$ cat config.mk
export PLATFORM = sky130hd
export DESIGN_NAME = fsk_demodulator_flat
export DESIGN_NICKNAME = d
export VERILOG_FILES = /design/src/rtl/fsk_demodulator_if.sv /design/src/rtl/fsk_demodulator.sv /design/src/flat_wrapper.sv
export SDC_FILE = /design/constraint.sdc
export NUM_CORES = 1
export LEC_CHECK = 0
export BUFFER_PORTS_ARGS = -buffer_cell sky130_fd_sc_hd__buf_2
export CAP_MARGIN = 20
export CELL_PAD_IN_SITES_DETAIL_PLACEMENT = 0
export CELL_PAD_IN_SITES_GLOBAL_PLACEMENT = 1
export CORE_UTILIZATION = 45
export DETAILED_ROUTE_END_ITERATION = 12
export PLACE_DENSITY = 0.78
export SKIP_LAST_GASP = 1
export SYNTH_ARGS = -nofsm -noshare
export SYNTH_HDL_FRONTEND = slang
export SYNTH_SLANG_ARGS = --single-unit
$ cat constraint.sdc
create_clock -name clk -period 2.2 [get_ports clk]
set_input_delay 0.44 -clock clk [delete_from_list [all_inputs] [get_ports clk]]
set_output_delay 0.44 -clock clk [all_outputs]
set_load 0.1 [all_outputs]
$ cat src/rtl/fsk_demodulator_if.sv
// Signal bundle between an FSK square-wave source and the demodulator.
// The master drives the carrier; the slave returns the recovered bit, lock and diagnostics.
interface fsk_demodulator_if #(
    parameter int CNT_W = 8
);
    logic             fsk_in_i;
    logic             data_out_o;
    logic             data_valid_o;
    logic             locked_o;
    logic             error_o;
    logic [CNT_W-1:0] half_len_o;

    modport master (
        output fsk_in_i,
        input  data_out_o, data_valid_o, locked_o, error_o, half_len_o
    );

    modport slave (
        input  fsk_in_i,
        output data_out_o, data_valid_o, locked_o, error_o, half_len_o
    );
endinterface

$ cat src/rtl/fsk_demodulator.sv
// FSK demodulator: times each half-period of the synchronised carrier, classifies it
// long (1) or short (0), rejects glitches and carrier loss, and tracks lock.
module fsk_demodulator #(
    parameter int SHORT_HALF  = 32,
    parameter int LONG_HALF   = 128,
    parameter int THRESH      = 80,
    parameter int MIN_HALF    = 16,
    parameter int MAX_HALF    = 192,
    parameter int LOCK_HALVES = 2
) (
    input  logic               clk,
    input  logic               as_reset_n,
    fsk_demodulator_if.slave   bus
);
    localparam int CNT_W = $clog2(MAX_HALF + 1);
    localparam int LCK_W = $clog2(LOCK_HALVES + 1);

    // Nominal half-periods must fall on the correct side of the decision thresholds.
    if (!(MIN_HALF <= SHORT_HALF && SHORT_HALF < THRESH &&
          THRESH <= LONG_HALF && LONG_HALF < MAX_HALF && LOCK_HALVES >= 1)) begin : g_bad_params
        $error("fsk_demodulator: inconsistent half-period parameters");
    end

    typedef enum logic [1:0] {
        IDLE   = 2'd0,
        SYNC   = 2'd1,
        LOCKED = 2'd2
    } state_t;

    state_t             state_q, state_d;
    logic               s1_q, s2_q, s3_q;
    logic [CNT_W-1:0]   cnt_q, cnt_d;
    logic [LCK_W-1:0]   lock_cnt_q, lock_cnt_d;
    logic               data_q, data_d;
    logic               valid_q, valid_d;
    logic               locked_q, locked_d;
    logic               error_q, error_d;
    logic [CNT_W-1:0]   half_len_q, half_len_d;

    logic               edge_w;
    logic [CNT_W-1:0]   cnt_inc;
    logic [LCK_W:0]     lock_sum;

    assign edge_w   = s2_q ^ s3_q;
    assign cnt_inc  = (cnt_q == CNT_W'(MAX_HALF)) ? cnt_q : cnt_q + 1'b1;
    assign lock_sum = {1'b0, lock_cnt_q} + 1'b1;

    always_ff @(posedge clk or negedge as_reset_n) begin
        if (!as_reset_n) begin
            s1_q       <= 1'b0;
            s2_q       <= 1'b0;
            s3_q       <= 1'b0;
            state_q    <= IDLE;
            cnt_q      <= '0;
            lock_cnt_q <= '0;
            data_q     <= 1'b0;
            valid_q    <= 1'b0;
            locked_q   <= 1'b0;
            error_q    <= 1'b0;
            half_len_q <= '0;
        end else begin
            s1_q       <= bus.fsk_in_i;
            s2_q       <= s1_q;
            s3_q       <= s2_q;
            state_q    <= state_d;
            cnt_q      <= cnt_d;
            lock_cnt_q <= lock_cnt_d;
            data_q     <= data_d;
            valid_q    <= valid_d;
            locked_q   <= locked_d;
            error_q    <= error_d;
            half_len_q <= half_len_d;
        end
    end

    always_comb begin
        state_d    = state_q;
        cnt_d      = cnt_inc;
        lock_cnt_d = lock_cnt_q;
        data_d     = data_q;
        valid_d    = 1'b0;
        locked_d   = locked_q;
        error_d    = 1'b0;
        half_len_d = half_len_q;
        case (state_q)
            IDLE: begin
                cnt_d = '0;
                if (edge_w) begin
                    state_d = SYNC;
                    cnt_d   = CNT_W'(1);
                end
            end
            default: begin
                // Timeout is checked first so a coincident edge is discarded.
                if (cnt_q == CNT_W'(MAX_HALF)) begin
                    error_d    = 1'b1;
                    locked_d   = 1'b0;
                    lock_cnt_d = '0;
                    cnt_d      = '0;
                    state_d    = IDLE;
                end else if (edge_w) begin
                    cnt_d      = CNT_W'(1);
                    half_len_d = cnt_q;
                    if (cnt_q < CNT_W'(MIN_HALF)) begin
                        error_d    = 1'b1;
                        lock_cnt_d = '0;
                        locked_d   = 1'b0;
                        state_d    = SYNC;
                    end else begin
                        data_d     = (cnt_q >= CNT_W'(THRESH));
                        lock_cnt_d = (lock_sum > (LCK_W+1)'(LOCK_HALVES)) ?
                                     LCK_W'(LOCK_HALVES) : lock_sum[LCK_W-1:0];
                        if (lock_sum >= (LCK_W+1)'(LOCK_HALVES)) begin
                            state_d  = LOCKED;
                            locked_d = 1'b1;
                            valid_d  = 1'b1;
                        end
                    end
                end
            end
        endcase
    end

    assign bus.data_out_o   = data_q;
    assign bus.data_valid_o = valid_q;
    assign bus.locked_o     = locked_q;
    assign bus.error_o      = error_q;
    assign bus.half_len_o   = half_len_q;
endmodule

$ cat src/flat_wrapper.sv
// flat-port wrapper written by rule: the top's interface ports become plain ports
module fsk_demodulator_flat 
#(
    parameter int SHORT_HALF  = 32,
    parameter int LONG_HALF   = 128,
    parameter int THRESH      = 80,
    parameter int MIN_HALF    = 16,
    parameter int MAX_HALF    = 192,
    parameter int LOCK_HALVES = 2
)
  (clk, as_reset_n, bus_fsk_in_i, bus_data_out_o, bus_data_valid_o, bus_locked_o, bus_error_o, bus_half_len_o);
  fsk_demodulator_if #(.CNT_W(8)) bus_i ();
  input  logic clk;
  input  logic as_reset_n;
  input wire logic [$bits(bus_i.fsk_in_i)-1:0] bus_fsk_in_i;
  output wire logic [$bits(bus_i.data_out_o)-1:0] bus_data_out_o;
  output wire logic [$bits(bus_i.data_valid_o)-1:0] bus_data_valid_o;
  output wire logic [$bits(bus_i.locked_o)-1:0] bus_locked_o;
  output wire logic [$bits(bus_i.error_o)-1:0] bus_error_o;
  output wire logic [$bits(bus_i.half_len_o)-1:0] bus_half_len_o;
  assign bus_i.fsk_in_i = bus_fsk_in_i;
  assign bus_data_out_o = bus_i.data_out_o;
  assign bus_data_valid_o = bus_i.data_valid_o;
  assign bus_locked_o = bus_i.locked_o;
  assign bus_error_o = bus_i.error_o;
  assign bus_half_len_o = bus_i.half_len_o;
  fsk_demodulator #(.SHORT_HALF(SHORT_HALF), .LONG_HALF(LONG_HALF), .THRESH(THRESH), .MIN_HALF(MIN_HALF), .MAX_HALF(MAX_HALF), .LOCK_HALVES(LOCK_HALVES)) u_core (.clk(clk), .as_reset_n(as_reset_n), .bus(bus_i));
endmodule
* Yosys cells after proc, flatten, opt, wreduce, memory -nomap -nowiden
Cells that the tools add are included.
** Cells by class
- Reductions and logical operators :: 9
- Magnitude comparators :: 4
- Mux-type cells :: 27
- Bitwise operators :: 4
- Add/sub/neg operators :: 2
- Eq/ne operators :: 2
** Operators with widths (count)
- $mux 8 :: 3
- $mux 2 :: 10
- $mux 1 :: 14
- $reduce_and 3->1 :: 3
- $add 8x1->8 const B :: 1
- $eq 8x8->1 const B :: 1
- $ge 8x7->1 const B :: 1
- $lt 8x5->1 const B :: 1
- $reduce_and 4->1 :: 1
- $reduce_bool 4->1 :: 1
- $add 2x1->3 const B :: 1
- $ge 3x2->1 const B :: 1
- $gt 3x2->1 const B :: 1
- $not 1->1 :: 3
- $reduce_bool 3->1 :: 1
- $logic_not 2->1 :: 1
- $ne 2x1->1 const B :: 1
- $reduce_and 2->1 :: 1
- $reduce_bool 2->1 :: 1
- $xor 1x1->1 :: 1
** Storage, ports and cells
- Flip-flop bits (word level) :: 27
- Word-level logic and storage cells :: 59
- Output and inout bits :: 12
- Bits of input ports :: 3

* Depth between registers and ports, before layout
- Word-level depth :: 7
- Mapped depth :: 7
- Mapped depth without buffers :: 6

* Worst setup path after synthesis
No wires, ideal clock.
- Path kind :: register to register
- From :: reg u_core.cnt_q[0]
- To :: reg u_core.half_len_q[0] (netlist: u_core.bus.half_len_o[0])
- Clock period less this slack :: 1627 ps
- Path slack :: 573 ps
- Setup time :: 125 ps
- Stages on the path, launching flop included :: 7
- Data required time :: 2075 ps
- Data arrival time :: 1502 ps
- Buffers on the path :: 1
- Cell sequence :: dfrtp_1 > inv_1 > ha_1 > and3b_1 > a211oi_2 > buf_6 > mux2_2
** Between the ends
- Cells in the longest elaborated chain, start to end :: 3
** Ends and longest elaborated chain
- from (decl) :: line fsk_demodulator.sv:32 : logic [CNT_W-1:0] cnt_q, cnt_d;
- from (signal assigned) :: line fsk_demodulator.sv:66 : cnt_q <= cnt_d;
- $eq 8x8->1 :: line fsk_demodulator.sv:95 : if (cnt_q == CNT_W'(MAX_HALF)) begin
- $not 1->1 (no line)
- $reduce_and 3->1 (no line)
- to (signal assigned) :: line fsk_demodulator.sv:72 : half_len_q <= half_len_d;
- to (decl) :: line fsk_demodulator.sv:38 : logic [CNT_W-1:0] half_len_q, half_len_d;
Several ways; a longest one is shown, not always the timed one.
A chain may end at the register's enable or synchronous reset.

* Worst setup path after layout
- From :: reg u_core.cnt_q[0]
- To :: reg u_core.cnt_q[5]
** Between the ends
- Cells in the longest elaborated chain, start to end :: 4
- Elaborated cells on any way between the ends :: 5
- Classes of those cells :: add/sub: 1; eq/ne: 1; mux: 3
** Ends and longest elaborated chain
- $add 8x1->8 :: line fsk_demodulator.sv:45 : assign cnt_inc = (cnt_q == CNT_W'(MAX_HALF)) ? cnt_q : cnt_q + 1'b1;
- $mux 8 :: line fsk_demodulator.sv:101 : end else if (edge_w) begin
- $mux 8 (*) :: line fsk_demodulator.sv:95
- $mux 8 (*) :: line fsk_demodulator.sv:85 : case (state_q)
- named net u_core.cnt_d[5] :: line fsk_demodulator.sv:32
The timed path passes the listed nets; every way through them passes the cells marked *.

==> key figures <==
Power and ir drop
  • Pleak: 0.0006793 uW
  • Peak VDD IR: approximately 430 uV
  • PwrDens: between 700 and 800 nW/um^2

Timing
  • Worst-margin pin slew: 0.5859 ns
  • Slew headroom: 60.94%
  • Final hold vios: 0
  • FMAX: 560.6 MHz
  • Post-route clock skew: 0.009194 ns
  • Tcrit/Tclk final: 81.08%
  • Final slew viol count: 0
  • Endpoints failing setup: 0
  • RSZ-0062 raised after global routing: false
  • Post-layout minimum cycle time: 1.784 ns
  • Setup tns final: 0 ns

Synth
  • Primary FF master, synth: dfrtp_1
  • Post-synth top area cell: dfrtp_1
  • Post-Synthesis Cell Area: 1240 sq um
  • Cell with the most instances after synthesis: dfrtp_1
  • Async SR Flop Fraction: 100.0%
  • Syn Nets: between 100 and 150
  • Synth top area share: between 50% and 60%
  • Yosys reg bits: 27
  • Syn Inst Count: 99
  • Post-synthesis sequential area ratio: 54.49%
  • Synth top area cells: dfrtp_1 54%, mux2_2 7.3%, xor2_1 4.2%, buf_6 2.7%, nor2_2 2.5%
  • EDFF count, synth: 0
  • Mapped Avg Cell Area: 12.52 sq um
  • Top cells by count, synth: 27 x dfrtp_1, 8 x mux2_2, 6 x nor2_1, 6 x xor2_1
  • Synth cell types: 35
  • YS warnings: 0

CTS
  • Clock Latency Late Sink: 0.33 ns
  • CTS Buffer Depth: 2
  • CTS Hold Buffers Added: 0
  • H-tree lvl count: 1
  • Total CTS buffers: 3
  • Post-cts sizing count: 0
  • Clock transition at path regs: roughly 0.15 ns
  • Setup repair bufs after CTS: 0
  • TritonCTS clock tree: yes
  • CTS sink count: 27
  • Root Driver: clkbuf_4

Setup path
  • Slowest stage cell, crit path: or3_1
  • Critical Path AT: 2.06 ns
  • Worst path max stage delay: 0.49 ns
  • Worst setup path class: flop to flop
  • Setup crit end kind: flop
  • Type of origin of the critical path: flop
  • Cell chain of the critical path: inv_1 -> ha_1 -> and3b_1 -> and2_4 -> or3_1 -> nor2_2
  • Reg2reg path depth: 6
  • Crit Reg-Reg Endpoint: u_core.cnt_q[5]$_DFF_PN0_
  • CP Max Fanout: 7
  • CP Data Required Time: 2.47 ns
  • Worst r2r src: u_core.cnt_q[0]$_DFF_PN0_
  • Worst R2R Setup Slack: 0.42 ns

Layout
  • Fill count: around 220
  • Design area: 1366 sq um
  • Area grow syn2layout: 10.19%
  • Register Area: ~680 sq um
  • Footprint of the multi-input gates: between 500 and 600 sq um
  • Share of layout cells above drive strength 1: 35.04%
  • Nets@finish: 123
  • ANT cells: 0

Floorplan
  • Die Area: 2969 sq um
  • Die width: 54.49 microns
  • Placeable Area: 2545 sq um
  • IO Count: 15
  • Row count: 18
  • Die Ht: around 54 microns
  • Effective utilization at floorplan: 48.72%

Placement
  • IO Port Bufs: 14
  • Post-DP HPWL: around 1400 microns
  • DP Area: around 1300 sq um
  • Gpl congestion: 0.8390

Global route
  • Largest net degree at the start of global routing: 28
  • Antenna violations before repair: 0
  • First-pass GRT wire length: 3374 microns
  • Global Route Usage Sum: 16.10%
  • Grt ovf: 0
  • Vias in the first global route: 735

Routing
  • Via-to-Cell Ratio: 5.320
  • Routed vias: ~800
  • Drt first-iter violations: 11
  • Drt first pass iters: 5
  • Routed WL: slightly below 2000 microns
  • WL/cell: roughly 13 microns
  • DRC errors left: 0
  • Routed Antenna Nets: 0

Min path
  • Hold Path Class: primary input to asynchronous set/reset pin

Job
  • MaxCap Viol Count: 0

Outcome
  • Outcome: finished, final reports clean
[worst max path at each step]
stage / from / endpoint / slack, ns / cells past startpoint
2_1_floorplan: u_core.cnt_q[0]$_DFF_PN0_ / u_core.bus.half_len_o[0]$_DFFE_PN0P_ / 0.57 / 6
3_3_place_gp: u_core.cnt_q[0]$_DFF_PN0_ / u_core.bus.half_len_o[5]$_DFFE_PN0P_ / 0.46 / 6
3_5_place_dp: u_core.cnt_q[0]$_DFF_PN0_ / u_core.cnt_q[5]$_DFF_PN0_ / 0.43 / 6
4_1_cts: u_core.cnt_q[0]$_DFF_PN0_ / u_core.cnt_q[5]$_DFF_PN0_ / 0.40 / 6
5_1_grt: u_core.cnt_q[0]$_DFF_PN0_ / u_core.bus.half_len_o[5]$_DFFE_PN0P_ / 0.30 / 6
6_report: u_core.cnt_q[0]$_DFF_PN0_ / u_core.cnt_q[5]$_DFF_PN0_ / 0.42 / 6
[metrics by stage]
stage               utilization, %  instances  setup slack [ns]  total power [uW]  hold slack [ns]
global route                 53.69        147            0.2998              1110           0.1234
finish                       53.69        147            0.4162              1060          0.08822
detailed placement           52.51        143            0.4258             852.7           0.3411
CTS                          53.69        147            0.3967              1074           0.1027
global placement             52.51        143            0.4640             852.2           0.3364
floorplan                        -         99            0.5729             802.4           0.1444
[state kept, by name (all words and copies together) (netlist names)]
register / flops
u_core.s1_q: 1
u_core.cnt_q: 8
u_core.bus.locked_o: 1
u_core.bus.data_out_o: 1
u_core.lock_cnt_q: 2
u_core.bus.error_o: 1
u_core.bus.data_valid_o: 1
u_core.state_q: 2
u_core.bus.half_len_o: 8
u_core.s3_q: 1
u_core.s2_q: 1
[metal layers]
layer	vias to the layer above	wire length, microns	track usage [%]
met5	-	0	0
met3	2	71	2.500
met2	22	876	23.78
li1	381	-	-
met1	377	979	23.06
met4	0	16	7.265
[area by class of cell]
type | instances | share of cell area, %
inverters | 4 | 1.099
repair buffers | 17 | 6.777
clock inverters | 1 | 0.5495
well taps | 30 | 2.747
clock buffers | 3 | 1.648
multi-input cells | 65 | 37.73
flip-flops and latches | 27 | 49.45
[report_power, final]
group	leakage (uW)	switching, uW	internal (uW)
Combinational	0.000313	212	62.8
Clock	0.0000139	149	69.5
Sequential	0.000353	34.4	532
[layout by cell type (no fill, tap or decap), drive strengths merged]
master / count
nor3: 1
clkinvlp: 1
nor2: 12
mux2: 8
a211o: 1
xor2: 6
nor4b: 1
a22o: 1
nand2: 4
xnor2: 2
o21ai: 3
nand3: 5
a22oi: 1
or3: 1
a31oi: 1
ha: 2
nor3b: 1
a32o: 1
a21oi: 1
nor4: 1
o22a: 1
dfrtp: 27
and2: 1
and3b: 1
nand2b: 1
a311oi: 1
inv: 4
and3: 3
o21a: 1
buf: 17
o31ai: 1
clkbuf: 3
o22ai: 1
a211oi: 1
[cells by family (layout without fill, tap and decap cells)]
kind of cell             Yosys count  after routing  synth area share (%)
adder cells (fa/ha/maj)            2              2                 2.018
AO/OA/AOI/OAI                     15             15                 9.083
buffers and inverters              7             25                 3.935
AND/OR/NAND/NOR                   32             32                 17.56
multiplexers                       8              8                 7.266
flip-flops                        27             27                 54.49
XOR/XNOR                           8              8                 5.651
[worst max-delay path: cells and delay by family (launching register included)]
family        cells  cell delay (ns)
flops             1             0.47
buf+inv           1             0.07
simple gates      4             1.00
fa+ha+maj         1             0.18
(Power assumes the default switching activity.)
